<file path="src/rtl/accum_op_sequencer_pkg.sv">
`default_nettype none
// +-----------------------------------------------------------------+
// | accum_op_sequencer_pkg : opcodes, FSM states, control-word type |
// | Rev 1.0                                                          |
// +-----------------------------------------------------------------+
package accum_op_sequencer_pkg;

    localparam logic [2:0] OP_NOP = 3'd0;
    localparam logic [2:0] OP_LDA = 3'd1;
    localparam logic [2:0] OP_ADD = 3'd2;
    localparam logic [2:0] OP_SUB = 3'd3;
    localparam logic [2:0] OP_OUT = 3'd4;
    localparam logic [2:0] OP_RS5 = 3'd5;
    localparam logic [2:0] OP_RS6 = 3'd6;
    localparam logic [2:0] OP_HLT = 3'd7;

    typedef enum logic [1:0] {
        ST_IDLE = 2'd0,
        ST_EX1  = 2'd1,
        ST_EX2  = 2'd2,
        ST_HALT = 2'd3
    } state_e;

    // Packed MSB-first, so bit indices below follow declaration order.
    typedef struct packed {
        logic ei;
        logic nla;
        logic nlb;
        logic ea;
        logic eu;
        logic sub;
        logic nlo;
    } ctl_t;

    localparam int CTL_EI  = 6;
    localparam int CTL_NLA = 5;
    localparam int CTL_NLB = 4;
    localparam int CTL_EA  = 3;
    localparam int CTL_EU  = 2;
    localparam int CTL_SUB = 1;
    localparam int CTL_NLO = 0;

    localparam ctl_t DEFAULT_CTL = '{ei: 1'b0, nla: 1'b1, nlb: 1'b1, ea: 1'b0,
                                     eu: 1'b0, sub: 1'b0, nlo: 1'b1};

    function automatic logic op_is_reserved(input logic [2:0] op);
        return (op == OP_RS5) || (op == OP_RS6);
    endfunction

    function automatic logic op_is_arith(input logic [2:0] op);
        return (op == OP_ADD) || (op == OP_SUB);
    endfunction

endpackage
`default_nettype wire

</file>
<file path="src/rtl/accum_op_sequencer_if.sv">
`default_nettype none
// +-----------------------------------------------------------------+
// | accum_op_sequencer_if : opcode handshake, control word, status  |
// | Rev 1.0                                                          |
// +-----------------------------------------------------------------+
interface accum_op_sequencer_if #(
    parameter int CNT_W = 8
) ();
    logic             op_valid;
    logic [2:0]       op_code;
    logic             op_ready;
    logic             ctl_ei;
    logic             ctl_nla;
    logic             ctl_nlb;
    logic             ctl_ea;
    logic             ctl_eu;
    logic             ctl_sub;
    logic             ctl_nlo;
    logic             done;
    logic             halted;
    logic             illegal;
    logic [CNT_W-1:0] retired;

    modport master (
        output op_valid, op_code,
        input  op_ready, ctl_ei, ctl_nla, ctl_nlb, ctl_ea, ctl_eu, ctl_sub, ctl_nlo,
        input  done, halted, illegal, retired
    );

    modport slave (
        input  op_valid, op_code,
        output op_ready, ctl_ei, ctl_nla, ctl_nlb, ctl_ea, ctl_eu, ctl_sub, ctl_nlo,
        output done, halted, illegal, retired
    );
endinterface
`default_nettype wire

</file>
<file path="src/rtl/accum_op_sequencer_ctl_decode.sv">
`default_nettype none
// +-----------------------------------------------------------------+
// | accum_op_sequencer_ctl_decode : (state, op_q) -> control word   |
// | Rev 1.0                                                          |
// +-----------------------------------------------------------------+
module accum_op_sequencer_ctl_decode
    import accum_op_sequencer_pkg::*;
(
    input  state_e     i_state,
    input  logic [2:0] i_op,
    output ctl_t       o_ctl,
    output logic       o_last
);

    always_comb begin
        o_ctl  = DEFAULT_CTL;
        o_last = 1'b0;
        case (i_state)
            ST_EX1: begin
                o_last = 1'b1;
                case (i_op)
                    OP_LDA: begin
                        o_ctl.ei  = 1'b1;
                        o_ctl.nla = 1'b0;
                    end
                    OP_ADD, OP_SUB: begin
                        // B captures the operand now; A is written in EX2
                        o_ctl.ei  = 1'b1;
                        o_ctl.nlb = 1'b0;
                        o_last    = 1'b0;
                    end
                    OP_OUT: begin
                        o_ctl.ea  = 1'b1;
                        o_ctl.nlo = 1'b0;
                    end
                    OP_NOP: ;
                    default: ;
                endcase
            end
            ST_EX2: begin
                o_ctl.eu  = 1'b1;
                o_ctl.nla = 1'b0;
                o_ctl.sub = (i_op == OP_SUB);
                o_last    = 1'b1;
            end
            default: ;
        endcase
    end

endmodule
`default_nettype wire

</file>
<file path="src/rtl/accum_op_sequencer.sv">
`default_nettype none
// +-----------------------------------------------------------------+
// | accum_op_sequencer : opcode FSM driving the A/B/ALU datapath    |
// | Rev 1.0                                                          |
// +-----------------------------------------------------------------+
module accum_op_sequencer
    import accum_op_sequencer_pkg::*;
#(
    parameter int CNT_W = 8
) (
    input  wire              clk,
    input  wire              rst,
    accum_op_sequencer_if.slave bus
);

    state_e           state_q, state_d;
    logic [2:0]       op_q, op_d;
    logic             halted_q, halted_d;
    logic             illegal_q, illegal_d;
    logic [CNT_W-1:0] retired_q, retired_d;

    ctl_t w_ctl;
    logic w_exec_last;
    logic w_accept;
    logic w_hlt_accept;
    logic w_done;

    accum_op_sequencer_ctl_decode u_ctl_decode (
        .i_state (state_q),
        .i_op    (op_q),
        .o_ctl   (w_ctl),
        .o_last  (w_exec_last)
    );

    assign w_accept     = bus.op_valid && (state_q == ST_IDLE);
    // HLT retires in its accept cycle, so done is not purely Moore here
    assign w_hlt_accept = w_accept && (bus.op_code == OP_HLT);
    assign w_done       = w_exec_last || w_hlt_accept;

    always_comb begin
        state_d   = state_q;
        op_d      = op_q;
        halted_d  = halted_q;
        illegal_d = illegal_q;
        retired_d = retired_q;
        case (state_q)
            ST_IDLE: begin
                if (w_accept) begin
                    op_d = bus.op_code;
                    if (w_hlt_accept) begin
                        state_d  = ST_HALT;
                        halted_d = 1'b1;
                    end else begin
                        state_d = ST_EX1;
                    end
                end
            end
            ST_EX1: begin
                state_d = op_is_arith(op_q) ? ST_EX2 : ST_IDLE;
                if (op_is_reserved(op_q)) begin
                    illegal_d = 1'b1;
                end
            end
            ST_EX2:  state_d = ST_IDLE;
            default: state_d = ST_HALT;
        endcase
        if (w_done) begin
            retired_d = retired_q + CNT_W'(1);
        end
    end

    always_ff @(posedge clk) begin
        if (rst) begin
            state_q   <= ST_IDLE;
            op_q      <= OP_NOP;
            halted_q  <= 1'b0;
            illegal_q <= 1'b0;
            retired_q <= '0;
        end else begin
            state_q   <= state_d;
            op_q      <= op_d;
            halted_q  <= halted_d;
            illegal_q <= illegal_d;
            retired_q <= retired_d;
        end
    end

    assign bus.op_ready = (state_q == ST_IDLE);
    assign bus.ctl_ei   = w_ctl[CTL_EI];
    assign bus.ctl_nla  = w_ctl[CTL_NLA];
    assign bus.ctl_nlb  = w_ctl[CTL_NLB];
    assign bus.ctl_ea   = w_ctl[CTL_EA];
    assign bus.ctl_eu   = w_ctl[CTL_EU];
    assign bus.ctl_sub  = w_ctl[CTL_SUB];
    assign bus.ctl_nlo  = w_ctl[CTL_NLO];
    assign bus.done     = w_done;
    assign bus.halted   = halted_q;
    assign bus.illegal  = illegal_q;
    assign bus.retired  = retired_q;

endmodule
`default_nettype wire

</file>
<file path="src/flat_wrapper.sv">
// flat-port wrapper written by rule: the top's interface ports become plain ports
module accum_op_sequencer_flat import accum_op_sequencer_pkg::*;
#(
    parameter int CNT_W = 8
)
  (clk, rst, bus_op_valid, bus_op_code, bus_op_ready, bus_ctl_ei, bus_ctl_nla, bus_ctl_nlb, bus_ctl_ea, bus_ctl_eu, bus_ctl_sub, bus_ctl_nlo, bus_done, bus_halted, bus_illegal, bus_retired);
  accum_op_sequencer_if #(.CNT_W(CNT_W)) bus_i ();
  input  wire clk;
  input  wire rst;
  input wire logic [$bits(bus_i.op_valid)-1:0] bus_op_valid;
  input wire logic [$bits(bus_i.op_code)-1:0] bus_op_code;
  output wire logic [$bits(bus_i.op_ready)-1:0] bus_op_ready;
  output wire logic [$bits(bus_i.ctl_ei)-1:0] bus_ctl_ei;
  output wire logic [$bits(bus_i.ctl_nla)-1:0] bus_ctl_nla;
  output wire logic [$bits(bus_i.ctl_nlb)-1:0] bus_ctl_nlb;
  output wire logic [$bits(bus_i.ctl_ea)-1:0] bus_ctl_ea;
  output wire logic [$bits(bus_i.ctl_eu)-1:0] bus_ctl_eu;
  output wire logic [$bits(bus_i.ctl_sub)-1:0] bus_ctl_sub;
  output wire logic [$bits(bus_i.ctl_nlo)-1:0] bus_ctl_nlo;
  output wire logic [$bits(bus_i.done)-1:0] bus_done;
  output wire logic [$bits(bus_i.halted)-1:0] bus_halted;
  output wire logic [$bits(bus_i.illegal)-1:0] bus_illegal;
  output wire logic [$bits(bus_i.retired)-1:0] bus_retired;
  assign bus_i.op_valid = bus_op_valid;
  assign bus_i.op_code = bus_op_code;
  assign bus_op_ready = bus_i.op_ready;
  assign bus_ctl_ei = bus_i.ctl_ei;
  assign bus_ctl_nla = bus_i.ctl_nla;
  assign bus_ctl_nlb = bus_i.ctl_nlb;
  assign bus_ctl_ea = bus_i.ctl_ea;
  assign bus_ctl_eu = bus_i.ctl_eu;
  assign bus_ctl_sub = bus_i.ctl_sub;
  assign bus_ctl_nlo = bus_i.ctl_nlo;
  assign bus_done = bus_i.done;
  assign bus_halted = bus_i.halted;
  assign bus_illegal = bus_i.illegal;
  assign bus_retired = bus_i.retired;
  accum_op_sequencer #(.CNT_W(CNT_W)) u_core (.clk(clk), .rst(rst), .bus(bus_i));
endmodule
</file>
<file path="config.mk">
export PLATFORM = sky130hd
export DESIGN_NAME = accum_op_sequencer_flat
export DESIGN_NICKNAME = d
export VERILOG_FILES = /design/src/rtl/accum_op_sequencer_pkg.sv /design/src/rtl/accum_op_sequencer_if.sv /design/src/rtl/accum_op_sequencer_ctl_decode.sv /design/src/rtl/accum_op_sequencer.sv /design/src/flat_wrapper.sv
export SDC_FILE = /design/constraint.sdc
export NUM_CORES = 1
export LEC_CHECK = 0
export CAP_MARGIN = 5
export CORE_AREA = 4 4 51 53
export DETAILED_ROUTE_END_ITERATION = 6
export DIE_AREA = 0 0 55 57
export MAX_ROUTING_LAYER = met4
export PLACE_DENSITY = 0.71
export REMOVE_ABC_BUFFERS = 1
export SETUP_SLACK_MARGIN = 0.5
export SYNTH_ARGS = -nofsm -noshare
export SYNTH_HDL_FRONTEND = slang
export SYNTH_SLANG_ARGS = --single-unit
</file>
<file path="constraint.sdc">
create_clock -name clk -period 1.5 [get_ports clk]
set_input_delay 0.45 -clock clk [delete_from_list [all_inputs] [get_ports clk]]
set_output_delay 0.45 -clock clk [all_outputs]
set_load 0.05 [all_outputs]
</file>
==> key figures <==
Logic synthesis
  • Post-synthesis sequential area ratio: 0.351
  • Mapped Cells: 102
  • Largest family of logic cells by synthesized area: simple AND/OR/NAND/NOR gates
  • Most frequent cells after synthesis: dfxtp_1, nor2_1, a21oi_1, nand2_1, nand3_1
  • Share of the synthesized area in the top cell type: 0.351
  • Post-synthesis mux area share: 0.0791
  • XOR/XNOR Fraction of Synth Area: 0.0102
  • Syn Area/Cell: 8.38 sq um
  • FF+latch count, synth: 15
  • Synth Flop Type: dfxtp_1
  • Ys async rst share: 0
  • Synth Area in Compound Gates: 0.141
  • Most common cell in the synthesized netlist: dfxtp_1
  • Synth area leaders: dfxtp_1, ha_1, nor2_1
  • Synthesized area: 855 sq um
  • Post-Synth Adder-Cell Area: 0.0732
  • Cell taking the most area after synthesis: dfxtp_1
  • EDFF count, synth: 0
  • Yosys warnings: 0
  • Simple-Gate Fraction of Synth Area: 0.319
  • Cell variety after synth: 32

Detailed routing
  • Drt wl/cell: 19.9 microns
  • Vias per cell: 5.63
  • Via count: 1125
  • Post-Route WL: 3990 microns
  • Drt pass-1 iters: 4
  • Post-route DRC: 0
  • DR iter-0 viols: 22
  • Final ANT Viol Nets: 0

Cells and area
  • Layout Area Growth over Synthesis: 137%
  • Nets@finish: 184
  • Multi-input gate area: 773 sq um
  • Non-Filler Instances: 200
  • Layout cell share with drive strength beyond 1: 0.738
  • Fill count: 64
  • Antenna diodes: 0
  • Seq. cell area: 340 sq um

Clock tree
  • Clock Tree Buf Depth: 2
  • Root buf cell: clkbuf_4
  • CTS Hold Bufs: 0
  • CTS clk-pin slew, worst paths: 0.10 ns
  • CTS Buf Count: 3
  • CTS tree: built
  • TritonCTS Sinks: 15
  • Clk_lat worst skew: 0.30 ns
  • Htree depth: 1

Power
  • P_leak: 0.854 nW
  • PD cells: 954 nW/um^2
  • Peak VDD IR: 0.00103 V

Die
  • Die width: 55 microns
  • I/O pins: 25
  • Die Y: 57 microns
  • Starting density of the core: 0.398
  • Die area: 3140 sq um
  • Placeable core area: 2150 sq um
  • # rows: 17

Run
  • Max Cap Viol: 0

Placement
  • Inst Count DP: 175
  • Port Buffers: 24
  • RD Place Congestion: 0.825
  • Final HPWL DP: 1860 microns

Setup path
  • Critical path type: register to primary output
  • CP Capture Type: primary output
  • CP required: 1.05 ns
  • Worst Setup Start Kind: register
  • CP Max Fanout: 3
  • Worst Path Arrival: 1.49 ns

Timing
  • Slew @ Worst Pin: 0.283 ns
  • Final hold viol count: 0
  • RSZ-0062 raised after global routing: yes
  • Post-route clock skew: 0.00625 ns
  • Fmax: 515 MHz
  • Fin crit share: 1.29
  • Final setup fails: 17
  • Crit path time final: 1.94 ns
  • Slew Limit Fails: 0
  • Final worst slack: -0.442 ns
  • Slew headroom: 0.811
  • TNS Setup: -5.57 ns

Global routing
  • Vias in the first global route: 1180
  • Antenna violations before repair: 0
  • Global-route wire length before repair: 5490 microns
  • Total Routing Usage GR: 0.248
  • Largest net degree at the start of global routing: 12
  • Grt total ovfl: 0

Outcome
  • Failing checks: setup timing
  • Status: finished, violations left

Worst hold path
  • Worst Hold Class: register to register
==> flip-flops by register name, summed over array words and instances (netlist names) <==
signal and flops:
u_core.bus.halted 1, u_core.op_q 3, u_core.bus.retired 8, u_core.bus.illegal 1
u_core.state_q 2
==> final cells by class <==
type	count	area share
Clock buffer	3	0.0111
Clock inverter	1	0.00247
Inverter	3	0.00802
Multi-Input combinational cell	82	0.381
Sequential cell	15	0.168
Tap cell	28	0.0173
Timing Repair Buffer	68	0.412
==> cell families after synthesis <==
family | count (synthesis)
XOR/XNOR | 1
AND/OR/NAND/NOR | 51
adder cells (fa/ha/maj) | 5
multiplexers | 6
flip-flops | 15
buffers and inverters | 5
AO/OA/AOI/OAI | 19
==> layer usage <==
layer / share of wire / routed length (microns) / GRT usage / vias up
met5: 0 / 0 / - / -
met1: 0.38 / 1530 / 0.280 / 545
met4: 0.048 / 193 / 0.122 / 0
met2: 0.51 / 2030 / 0.407 / 62
li1: - / - / - / 498
met3: 0.058 / 231 / 0.0444 / 20
==> final timing paths <==
path                     startpoint               endpoint  slack (ns)  cells past startpoint
setup / recovery  u_core.state_q[1]               bus_done       -0.44                      6
hold / removal    u_core.bus.halted      u_core.bus.halted        0.52                      2
setup reg to reg  u_core.state_q[1]  u_core.bus.retired[2]       -0.38                     10
hold reg to reg   u_core.bus.halted      u_core.bus.halted        0.52                      2
==> cell usage in the layout, fill, tap and decap left out, types with 3 or more instances in the layout <==
| cell type | n |
|---|---|
| a21oi_2 | 3 |
| a21oi_4 | 4 |
| and2b_2 | 3 |
| buf_12 | 19 |
| buf_4 | 25 |
| buf_6 | 17 |
| clkbuf_4 | 3 |
| dfxtp_2 | 5 |
| dfxtp_4 | 9 |
| dlygate4sd2_1 | 3 |
| ha_4 | 3 |
| mux2_4 | 5 |
| nand2_1 | 6 |
| nand2_4 | 3 |
| nand3_1 | 4 |
| nor2_1 | 14 |
| nor2b_4 | 3 |
==> report_power, final <==
| group | internal (W) | switching (W) |
|---|---|---|
| registers | 0.000425 | 0.0000473 |
| logic | 0.000635 | 0.000577 |
| clock network | 0.0000997 | 0.000151 |
| total | 0.00116 | 0.000775 |
==> per-stage QoR <==
step / util / area (sq um) / hold slack [ns] / setup WS, ns / total power (W)
floorplan: - / 843 / 0.475 / -0.792 / 0.000804
global placement: 0.690 / 1480 / 0.495 / -0.473 / 0.00117
detailed placement: 0.690 / 1480 / 0.530 / -0.511 / 0.00118
CTS: 0.856 / 1840 / 0.509 / -0.417 / 0.00168
global route: 0.944 / 2030 / 0.530 / -0.490 / 0.00202
finish: 0.944 / 2030 / 0.516 / -0.442 / 0.00193
==> what timing repair did <==
item | 4_1_cts | 5_1_grt
resized for setup | 75 | 31
pin swaps | 11 | 11
setup buffers | 13 | 8
cloned | 0 | 0
endpoints found under the setup margin | 34 | 34
==> worst max-delay path, cell delays in order, from the launching register on <==
cell	delay (ns)
dfxtp_4	0.38
inv_4	0.05
ha_4	0.29
nand2_4	0.05
o21a_4	0.21
nand2_4	0.07
buf_12	0.13
Power figures use the tool's default switching activity.
